$ cat config.mk
export PLATFORM = sky130hd
export DESIGN_NAME = serial_subtractor_16
export DESIGN_NICKNAME = d
export VERILOG_FILES = /design/src/rtl/serial_subtractor_16.sv
export SDC_FILE = /design/constraint.sdc
export NUM_CORES = 1
export LEC_CHECK = 0
export CAP_MARGIN = 20
export CORE_ASPECT_RATIO = 0.8
export CORE_UTILIZATION = 45
export CTS_BUF_LIST = sky130_fd_sc_hd__clkbuf_16
export DETAILED_ROUTE_END_ITERATION = 8
export DONT_BUFFER_PORTS = 1
export PLACE_DENSITY = 0.57
export SETUP_SLACK_MARGIN = 0.2
export SYNTH_ARGS = -nofsm -noshare
export SYNTH_HDL_FRONTEND = slang
export SYNTH_SLANG_ARGS = --single-unit
$ cat constraint.sdc
create_clock -name clk -period 2.3 [get_ports clk]
set_input_delay 0.575 -clock clk [delete_from_list [all_inputs] [get_ports clk]]
set_output_delay 0.575 -clock clk [all_outputs]
set_load 0.02 [all_outputs]
$ cat src/rtl/serial_subtractor_16.sv
// Multi-cycle x - y: a DIGIT_W-bit borrow slice reused over WIDTH/DIGIT_W cycles, LSB first.
// Result and flags are registered on entry to DONE and held until the next one.
//
//   state  | meaning
//   IDLE   | waiting for start, outputs hold the last result (or reset values)
//   RUN    | one digit subtracted per cycle, then one cycle to publish the result
//   DONE   | result valid; a new start is accepted here as well
module serial_subtractor_16 #(
  parameter int WIDTH   = 16,
  parameter int DIGIT_W = 1
) (
  input  logic             clk,
  input  logic             rst_n,
  input  logic             start,
  input  logic [WIDTH-1:0] x,
  input  logic [WIDTH-1:0] y,
  output logic             busy,
  output logic             done,
  output logic [WIDTH-1:0] diff,
  output logic             bout,
  output logic             ovfl,
  output logic             zero
);

  localparam int N  = WIDTH / DIGIT_W;
  localparam int CW = $clog2(N + 1);
  localparam logic [CW-1:0] LAST = CW'(N);

  typedef enum logic [1:0] {S_IDLE, S_RUN, S_DONE} state_t;

  state_t r_state, w_state_next;
  logic   w_accept, w_finish;

  logic [WIDTH-1:0]         r_x_sh, r_y_sh, r_diff_sh;
  logic [CW-1:0]            r_count;
  logic                     r_borrow;
  logic                     r_x_msb, r_y_msb;
  logic [DIGIT_W:0]         w_sub;
  logic [WIDTH+DIGIT_W-1:0] w_diff_cat;
  logic [WIDTH-1:0]         w_diff_shift;

  always_ff @(posedge clk or negedge rst_n) begin
    if (!rst_n) r_state <= S_IDLE;
    else        r_state <= w_state_next;
  end

  always_comb begin
    w_state_next = r_state;
    w_accept     = 1'b0;
    w_finish     = 1'b0;
    case (r_state)
      S_IDLE, S_DONE: begin
        if (start) begin
          w_state_next = S_RUN;
          w_accept     = 1'b1;
        end
      end
      S_RUN: begin
        // all N digits are in diff_sh once count reaches N; this cycle publishes them
        if (r_count == LAST) begin
          w_state_next = S_DONE;
          w_finish     = 1'b1;
        end
      end
      default: w_state_next = S_IDLE;
    endcase
  end

  assign busy = (r_state == S_RUN);
  assign done = (r_state == S_DONE);

  assign w_sub = {1'b0, r_x_sh[DIGIT_W-1:0]} - {1'b0, r_y_sh[DIGIT_W-1:0]}
               - {{DIGIT_W{1'b0}}, r_borrow};
  assign w_diff_cat   = {w_sub[DIGIT_W-1:0], r_diff_sh};
  assign w_diff_shift = w_diff_cat[WIDTH+DIGIT_W-1:DIGIT_W];

  always_ff @(posedge clk or negedge rst_n) begin
    if (!rst_n) begin
      r_x_sh    <= '0;
      r_y_sh    <= '0;
      r_diff_sh <= '0;
      r_count   <= '0;
      r_borrow  <= 1'b0;
      r_x_msb   <= 1'b0;
      r_y_msb   <= 1'b0;
      diff      <= '0;
      bout      <= 1'b0;
      ovfl      <= 1'b0;
      zero      <= 1'b0;
    end else if (w_accept) begin
      r_x_sh    <= x;
      r_y_sh    <= y;
      r_diff_sh <= '0;
      r_count   <= '0;
      r_borrow  <= 1'b0;
      r_x_msb   <= x[WIDTH-1];
      r_y_msb   <= y[WIDTH-1];
    end else if (w_finish) begin
      diff <= r_diff_sh;
      bout <= r_borrow;
      ovfl <= (r_x_msb != r_y_msb) && (r_diff_sh[WIDTH-1] != r_x_msb);
      zero <= (r_diff_sh == '0);
    end else if (busy) begin
      r_x_sh    <= r_x_sh >> DIGIT_W;
      r_y_sh    <= r_y_sh >> DIGIT_W;
      r_diff_sh <= w_diff_shift;
      r_borrow  <= w_sub[DIGIT_W];
      r_count   <= r_count + 1'b1;
    end
  end

endmodule
# --- After elaboration in Yosys (flattened, before gate mapping) ---
# Index checks and enable logic that the tools add are counted.
totals:
  regBits: 77
  output_inout_bits: 21
op_classes:
  n_addsub: 3
  eq_ne: 8
  muxes: 22
  bitwise: 1
  n_reduce_logical: 8
ops:
  columns: ["operator", "n"]
  rows:
  - ["$mux W16", 9]
  - ["$logic_not A16 Y1", 1]
  - ["$mux W5", 3]
  - ["$mux W1", 7]
  - ["$reduce_and A2 Y1", 3]
  - ["$add A5 B1 Y5 const B", 1]
  - ["$eq A5 B5 Y1 const B", 1]
  - ["$mux W2", 2]
  - ["$ne A2 B2 Y1 const B", 2]
  - ["$pmux W2 S2", 1]
  - ["$eq A2 B1 Y1 const B", 1]
  - ["$eq A2 B2 Y1 const B", 1]
  - ["$logic_not A2 Y1", 1]
  - ["$ne A1 B1 Y1", 2]
  - ["$ne A2 B1 Y1 const B", 1]
  - ["$reduce_bool A2 Y1", 1]
  - ["$reduce_or A2 Y1", 1]
  - ["$sub A1 B1 Y2", 1]
  - ["$sub A2 B1 Y2", 1]
  - ["$logic_and A1 B1 Y1", 1]
  - ["$not A1 Y1", 1]

# --- Longest topological paths before layout ---
# Gate-level depths: netlist of the first run.
depth:
  word_depth: 5
  mapped_depth: 7

# --- Least setup slack after synthesis of the first run ---
# OpenSTA, ideal clock, no wires.
synth_timing:
  kind: "register to register"
  start: "register r_count[0]"
  end: "register bout"
  setup_time_ps: 125
  t_arrival_ps: 1509
  required_time_ps: 2175
  slack_ps: 666
  stages_incl_launch_ff: 8
  path_buffers: 2
  synth_period_minus_slack_ps: 1634
  cell_sequence: "dfrtp_1 inv_1 ha_1 and4bb_1 buf_4 nand2_4 buf_6 mux2_4"
synth_via:
  elab_chain_cells: 4
synth_lines:
  columns: ["element", "line_no", "source"]
  rows:
  - ["start, declared", "35", "logic [CW-1:0] r_count;"]
  - ["start signal, assigned", "108", "r_count <= r_count + 1'b1;"]
  - ["$eq A5 B5 Y1", "60", "if (r_count == LAST) begin"]
  - ["$mux W1", "60", null]
  - ["$mux W1", "51", "case (r_state)"]
  - ["$reduce_and A2 Y1 (no line)", null, null]
  - ["end signal, assigned", "100", "bout <= r_borrow;"]
  - ["end, declared", "20", "output logic bout,"]
# Every way passes these cells.
# A chain may end at the register's enable or synchronous reset.

# --- Final worst setup path of the first run ---
layout_timing:
  start: "register r_count[0]"
  end: "register r_x_sh[10]"
layout_via:
  elab_chain_cells: 5
layout_lines:
  columns: ["element", "line_no", "source"]
  rows:
  - ["$eq A5 B5 Y1", "60", null]
  - ["$mux W1", "60", null]
  - ["$mux W1", "51", null]
  - ["$ne A2 B2 Y1 (no line)", null, null]
  - ["$reduce_and A2 Y1 (no line)", null, null]
  - ["end signal, assigned", "104", "r_x_sh <= r_x_sh >> DIGIT_W;"]
  - ["end, declared", "34", "logic [WIDTH-1:0] r_x_sh, r_y_sh, r_diff_sh;"]
# Every way passes these cells.

==> results of run 1 <==
## routing by layer
metal	up-vias	GRT usage, %
li1	1093	-
met1	1133	29.01
met2	52	25.62
met3	4	5.396
met4	0	6.522
met5	-	0
## sequential cells by signal (all words and copies together), names as in the netlist
register,cells
bout,1
diff,16
ovfl,1
r_borrow,1
r_count,5
r_diff_sh,16
r_state,2
r_x_msb,1
r_x_sh,16
r_y_msb,1
r_y_sh,16
zero,1
## worst min path at each step
stage          start  slack (ns)  depth (start not counted)                     end
6_report       rst_n       -0.06                          0   r_y_sh[9]$_DFFE_PN0P_
3_5_place_dp   rst_n        0.28                          0  r_y_sh[12]$_DFFE_PN0P_
2_1_floorplan  rst_n        0.28                          0        bout$_DFFE_PN0P_
4_1_cts        rst_n       -0.08                          0    diff[10]$_DFFE_PN0P_
3_3_place_gp   rst_n        0.28                          0  r_y_sh[12]$_DFFE_PN0P_
5_1_grt        rst_n       -0.08                          0  r_y_sh[10]$_DFFE_PN0P_
## power by group
group | leakage (nW) | internal (mW) | total [mW] | switching, mW
Combinational | 0.677 | 0.785 | 1.55 | 0.763
Sequential | 1.00 | 1.91 | 2.48 | 0.563
Clock | 0.153 | 0.943 | 1.48 | 0.533
Total | 1.83 | 3.64 | 5.50 | 1.86
## layout make-up
class                   instances  share of cell area (%)
repair buffers                  8                   1.564
clock inverters                 7                   2.345
flip-flops and latches         77                   50.16
inverters                       7                  0.7492
clock buffers                   9                   5.863
multi-input cells             189                   35.90
well taps                     105                   3.420
## cells in the final DEF (no fill, tap or decap), types with 4 or more instances in the layout
master      n
a221o_1    21
nand2b_1    4
a21oi_1    25
nor2_1      8
clkbuf_16   9
nor4_1      4
buf_4       8
a31oi_1     7
nand3_1    18
inv_1       6
o21ai_0    29
nand2_1    12
and3_1     21
mux2_4     18
dfrtp_1    77
## kinds of logic after synthesis
group	share of synthesized area, %
AOI/OAI and AO/OA	17.35
DFF	55.32
and+or+nand+nor	12.36
buffers and inverters	5.316
muxes	8.369
adders and majority gates	1.293
## critical path, stage by stage (launching register included)
cell and delay, ns:
dfrtp_1 0.41, inv_1 0.07, ha_1 0.21, nand4bb_4 0.32, a21oi_4 0.29, buf_4 0.29, a221o_1 0.20
## repair_timing
action / in CTS / in global routing
buffers inserted: 0 / 0
setup endpoints to repair: 0 / 0
hold endpoints to repair: 77 / 77
## through the flow
stage	cells	utilization [%]	total power, mW	setup slack [ns]
after floorplan	300	-	3.703	0.6656
final	402	51.48	5.501	0.4424
after global placement	386	47.25	4.010	0.5156
after CTS	402	51.48	5.550	0.4270
after detailed placement	386	47.25	4.041	0.4455
after global routing	402	51.48	5.871	0.2826
==> impl_results.md, run 1 <==
- Outcome: complete, but fails checks
- Failing checks: hold timing
- CTS tree: yes
- Reg2reg end: r_x_sh[10]$_DFFE_PN0P_
- Post_cts resized: 0
- H-tree Lvls: 3
- FF-to-FF setup slack: 0.44 ns
- Skew-Pair Late Insertion Delay: 0.33 ns
- RSZ-0062 raised after global routing: false
- WP data arrival: 2.12 ns
- Setup Skew: 0.01232 ns
- Endpoint class of the critical path: register
- Syn. warnings: 0
- Synth cell types: 38
- Layout cells sized above 1: 15.82%
- First-pass GRT wire length: 11,870 um
- Die Y: 80.70 um
- LEAKAGE: 1.831 nW
- Met2 wire length: 3196 um
- ANT nets after route: 0
- Vias per inst: 5.677
- Setup crit start kind: register
- Sequential area share after synthesis: 55.32%
- I/O pin cnt: 56
- Most frequent cell after synthesis: dfrtp_1
- Clock Sinks: 77
- Slew Viols, Final: 0
- Multi-input gate area: 1379 um2
- Power density cells: 1432 nW/um2
- Gate count after technology mapping: 300
- Post-synth EDFFs: 0
- FFs w/ async S/R, synth: 100.0%
- Area leader, netlist: dfrtp_1
- Seq cells post-synth: 77
- Syn Nets: 338
- Crit path launch: r_count[0]$_DFFE_PN0P_
- WS Path Type: reg -> reg
- Setup tns final: 0 ns
- Post-synth top area share: 55.32%
- Area contributors post-synth: dfrtp_1 (55%), mux2_4 (7.8%), a221o_1 (6.0%)
- Slew @ Worst Pin: 0.5243 ns
- Total CTS buffers: 9
- Setup crit end: r_x_sh[10]$_DFFE_PN0P_
- Pre-Repair DR Iteration Count: 4
- WL met1: 3611 um
- Initial antenna violation count: 0
- Slew headroom: 65.04%
- FF-to-FF path depth: 6
- Synth cell count leaders: dfrtp_1 (77), o21ai_0 (29), a21oi_1 (25), a221o_1 (21), and3_1 (21)
- Tcrit/Tclk final: 80.77%
- Overflow after GRT: 0
- Clock slew at reported path FFs: 0.06 ns
- Nets@finish: 330
- Max cap viols: 0
- Starting Density: 46.68%
- Placer Congestion: 0.7030
- Fmax: 0.5383 GHz
- Post-DP HPWL: 4434 um
- Final-layout fill cell count: 644
- Clock Path Buffers: 2
- Worst VDD drop: 491.7 uV
- PortBufs: 0
- Die ar.: 8099 um2
- Vias in the first global route: 2,248
- DR top layer: met4
- Fin crit period: 1.858 ns
- Synthesized area: 3483 um2
- Met3 WL: 368 um
- CTS root buffer: clkbuf_16
- Final Hold Vio Count: 77
- Worst EP required: 2.57 ns
- Routed len/inst: 17.92 um
- Iteration-0 DRC Markers: 150
- Die X: 100.4 um
- Detailed-route via count: 2,282
- Fin area: 3841 um2
- Avg Synthesized Cell Area: 11.61 um2
- Endpoints failing setup: 0
- Total track usage: 19.13%
- DRC: 0
- Ys flop type: dfrtp_1
- Hold WC Path Type: in -> async
- CP max FO: 24
- Register area: 1927 um2
- Core Rows: 28
- Worst r2r src: r_count[0]$_DFFE_PN0P_
- Core area: 7462 um2
- Antenna diodes: 0
- Hold Slack: -0.06248 ns
- Final wirelength: 7202 um
- Largest net degree at the start of global routing: 78
- Placed Area: 3526 um2
- Layout area overhead: 10.27%
No activity file was read; power rests on OpenSTA's default activity.
==> run 2, diff against run 1 <==
==> constraint.sdc (replaced) <==
create_clock -name clk -period 1.88 [get_ports clk]
set_input_delay 0.47 -clock clk [delete_from_list [all_inputs] [get_ports clk]]
set_output_delay 0.47 -clock clk [all_outputs]
set_load 0.02 [all_outputs]
==> run 2 against run 1 <==
  * The run still ends with hold timing left
  * Final area increased by 9.1%
  * Sequential power increased by 23%
  * Cell count is 5.0% higher
  * Clock skew down 0.0020 ns
  * Combinational power up 46%
  * Count of clock-buffer cells in the layout stayed put
  * Via count up 8.3%
  * Critical path depth grew 1
  * Non-clock buffer count rose by 19
  * Register-to-register slack worse by 0.24 ns
  * Largest cell class unchanged
  * Largest power group unchanged
==> impl_results.md, run 2 (synthesis results as in run 1) <==
- Routed len/inst: 18.82 um (was 17.92 um)
- RSZ-0062 raised after global routing: true (was false)
- CP max FO: 4 (was 24)
- Crit path launch: r_count[1]$_DFFE_PN0P_ (was r_count[0]$_DFFE_PN0P_)
- Hold Slack: -0.1742 ns (was -0.06248 ns)
- Post-DP HPWL: 4495 um (was 4434 um)
- I/O pin cnt: 56 (unchanged)
- Commonest non-fill, non-tap cell in the layout: dfrtp_1 (unchanged)
- Crit path top cell by count: buf_4
- Worst VDD drop: 838.9 uV (was 491.7 uV)
- Die Y: 80.70 um (unchanged)
- Layout area overhead: 20.29% (was 10.27%)
- LEAKAGE: 1.996 nW (was 1.831 nW)
- First-pass GRT wire length: 12,700 um (was 11,870 um)
- Vias per inst: 5.858 (was 5.677)
- WP data arrival: 1.89 ns (was 2.12 ns)
- Clock Sinks: 77 (unchanged)
- Largest net degree at the start of global routing: 78 (unchanged)
- Final-layout fill cell count: 622 (was 644)
- FF-to-FF setup slack: 0.20 ns (was 0.44 ns)
- Core Rows: 28 (unchanged)
- Register area: 1928 um2 (was 1927 um2)
- Core area: 7462 um2 (unchanged)
- Most frequent cells in the layout: dfrtp_1 (76), o21ai_0 (29), a21oi_1 (25) (was dfrtp_1 (77), o21ai_0 (29), a21oi_1 (25))
- Buf/Inv on CP: 3 (was 2)
- Worst EP required: 2.10 ns (was 2.57 ns)
- Slew @ Worst Pin: 0.5444 ns (was 0.5243 ns)
- CP cell instances: inv_2 -> ha_4 -> nand4bb_4 -> buf_4 -> buf_4 -> and3_1 -> a221o_1 (was inv_1 -> ha_1 -> nand4bb_4 -> a21oi_4 -> buf_4 -> a221o_1)
- PortBufs: 0 (unchanged)
- Starting Density: 46.68% (unchanged)
- WS Path Type: reg -> reg (unchanged)
- Slew Viols, Final: 0 (unchanged)
- Hold WC Path Type: in -> async (unchanged)
- Max cap viols: 0 (unchanged)
- Setup tns final: 0 ns (unchanged)
- Max incr delay on CP: 0.42 ns (was 0.41 ns)
- Setup Skew: 0.01032 ns (was 0.01232 ns)
- Reg2reg end: r_y_sh[13]$_DFFE_PN0P_ (was r_x_sh[10]$_DFFE_PN0P_)
- Power density cells: 1722 nW/um2 (was 1432 nW/um2)
- Layout cells sized above 1: 23.97% (was 15.82%)
- Outcome: complete, but fails checks (unchanged)
- Tcrit/Tclk final: 89.11% (was 80.77%)
- Endpoints failing setup: 0 (unchanged)
- Die ar.: 8099 um2 (unchanged)
- Placer Congestion: 0.7123 (was 0.7030)
- Skew-Pair Late Insertion Delay: 0.34 ns (was 0.33 ns)
- H-tree Lvls: 3 (unchanged)
- Worst r2r src: r_count[1]$_DFFE_PN0P_ (was r_count[0]$_DFFE_PN0P_)
- Final Hold Vio Count: 77 (unchanged)
- Total CTS buffers: 9 (unchanged)
- Final wirelength: 7942 um (was 7202 um)
- Overflow after GRT: 0 (unchanged)
- Clock slew at reported path FFs: 0.06 ns (about the same)
- CTS root buffer: clkbuf_16 (unchanged)
- Antenna diodes: 0 (unchanged)
- Slew headroom: 63.71% (was 65.04%)
- Detailed-route via count: 2,472 (was 2,282)
- Setup crit start kind: register (unchanged)
- Critical-path top delay cell: dfrtp_1 (unchanged)
- Multi-input gate area: 1428 um2 (was 1379 um2)
- Iteration-0 DRC Markers: 126 (was 150)
- Total track usage: 20.87% (was 19.13%)
- Fmax: 0.5969 GHz (was 0.5383 GHz)
- Initial antenna violation count: 0 (unchanged)
- Pre-Repair DR Iteration Count: 5 (was 4)
- DRC: 0 (unchanged)
- Clock Path Buffers: 2 (unchanged)
- Failing checks: hold timing (unchanged)
- Vias in the first global route: 2,382 (was 2,248)
- ANT nets after route: 0 (unchanged)
- Total power: 7.217 mW (was 5.501 mW)
- FF-to-FF path depth: 7 (was 6)
- CTS tree: yes (unchanged)
- Fin crit period: 1.675 ns (was 1.858 ns)
- Endpoint class of the critical path: register (unchanged)
- Die X: 100.4 um (unchanged)
- CP top delay family: flip-flops (was compound AO/OA/AOI/OAI gates)
- Nets@finish: 350 (was 330)
[run 2: how the worst max path moves through the flow]
stage	cells past startpoint	slack (ns)	end
floorplan	7	0.25	bout$_DFFE_PN0P_
CTS	3	0.17	busy
global route	7	0.14	r_y_sh[9]$_DFFE_PN0P_
finish	7	0.20	r_y_sh[13]$_DFFE_PN0P_
global placement	6	0.16	r_count[0]$_DFFE_PN0P_
detailed placement	6	0.14	r_count[0]$_DFFE_PN0P_
[run 2: report_power, final]
group,internal [mW],switching [mW]
clock network,1.18,0.726
registers,2.34,0.710
logic,1.21,1.05
total,4.73,2.48
[run 2: worst register-to-register path: stages, from the launching register on]
cell       delay (ns)
dfrtp_1          0.42
inv_2            0.10
ha_4             0.15
nand4bb_4        0.15
buf_4            0.18
buf_4            0.13
and3_1           0.17
a221o_1          0.26
[run 2: through the flow]
step                      utilization, %  setup slack, ns  hold slack (ns)  cell area (um2)  std cells
final                              56.15           0.2048          -0.1742             4190        422
after global routing               56.15           0.1443          -0.1903             4190        422
after CTS                          54.78           0.1683          -0.1849             4088        414
after detailed placement           47.79           0.1350           0.1772             3566        388
after global placement             47.79           0.1625           0.1761             3566        388
after floorplan                        -           0.2456           0.1744             3483        300
[run 2: metal layers]
metal  wire length, um  global-route usage [%]  share of wire (%)
met1              3876                   30.75                 49
met3               516                   7.920                6.5
met4                66                   4.348               0.83
met5                 0                       0                  0
met2              3483                   28.84                 44
[run 2: cell type report]
cell class / instances / share of cell area [%]
clock buffers: 9 / 5.375
multi-input cells: 189 / 34.07
repair inverters: 1 / 0.1493
repair buffers: 27 / 7.913
inverters: 7 / 0.8062
clock inverters: 7 / 2.538
flip-flops and latches: 77 / 46.01
well taps: 105 / 3.135
[run 2: what timing repair did]
| item | in CTS | in global routing |
|---|---|---|
| pin swaps | 1 | 3 |
| endpoints found under the hold margin | 77 | 77 |
| buffers inserted | 7 | 7 |
| cloned | 3 | 1 |
| setup endpoints to repair | 37 | 29 |
| resized for setup | 15 | 5 |
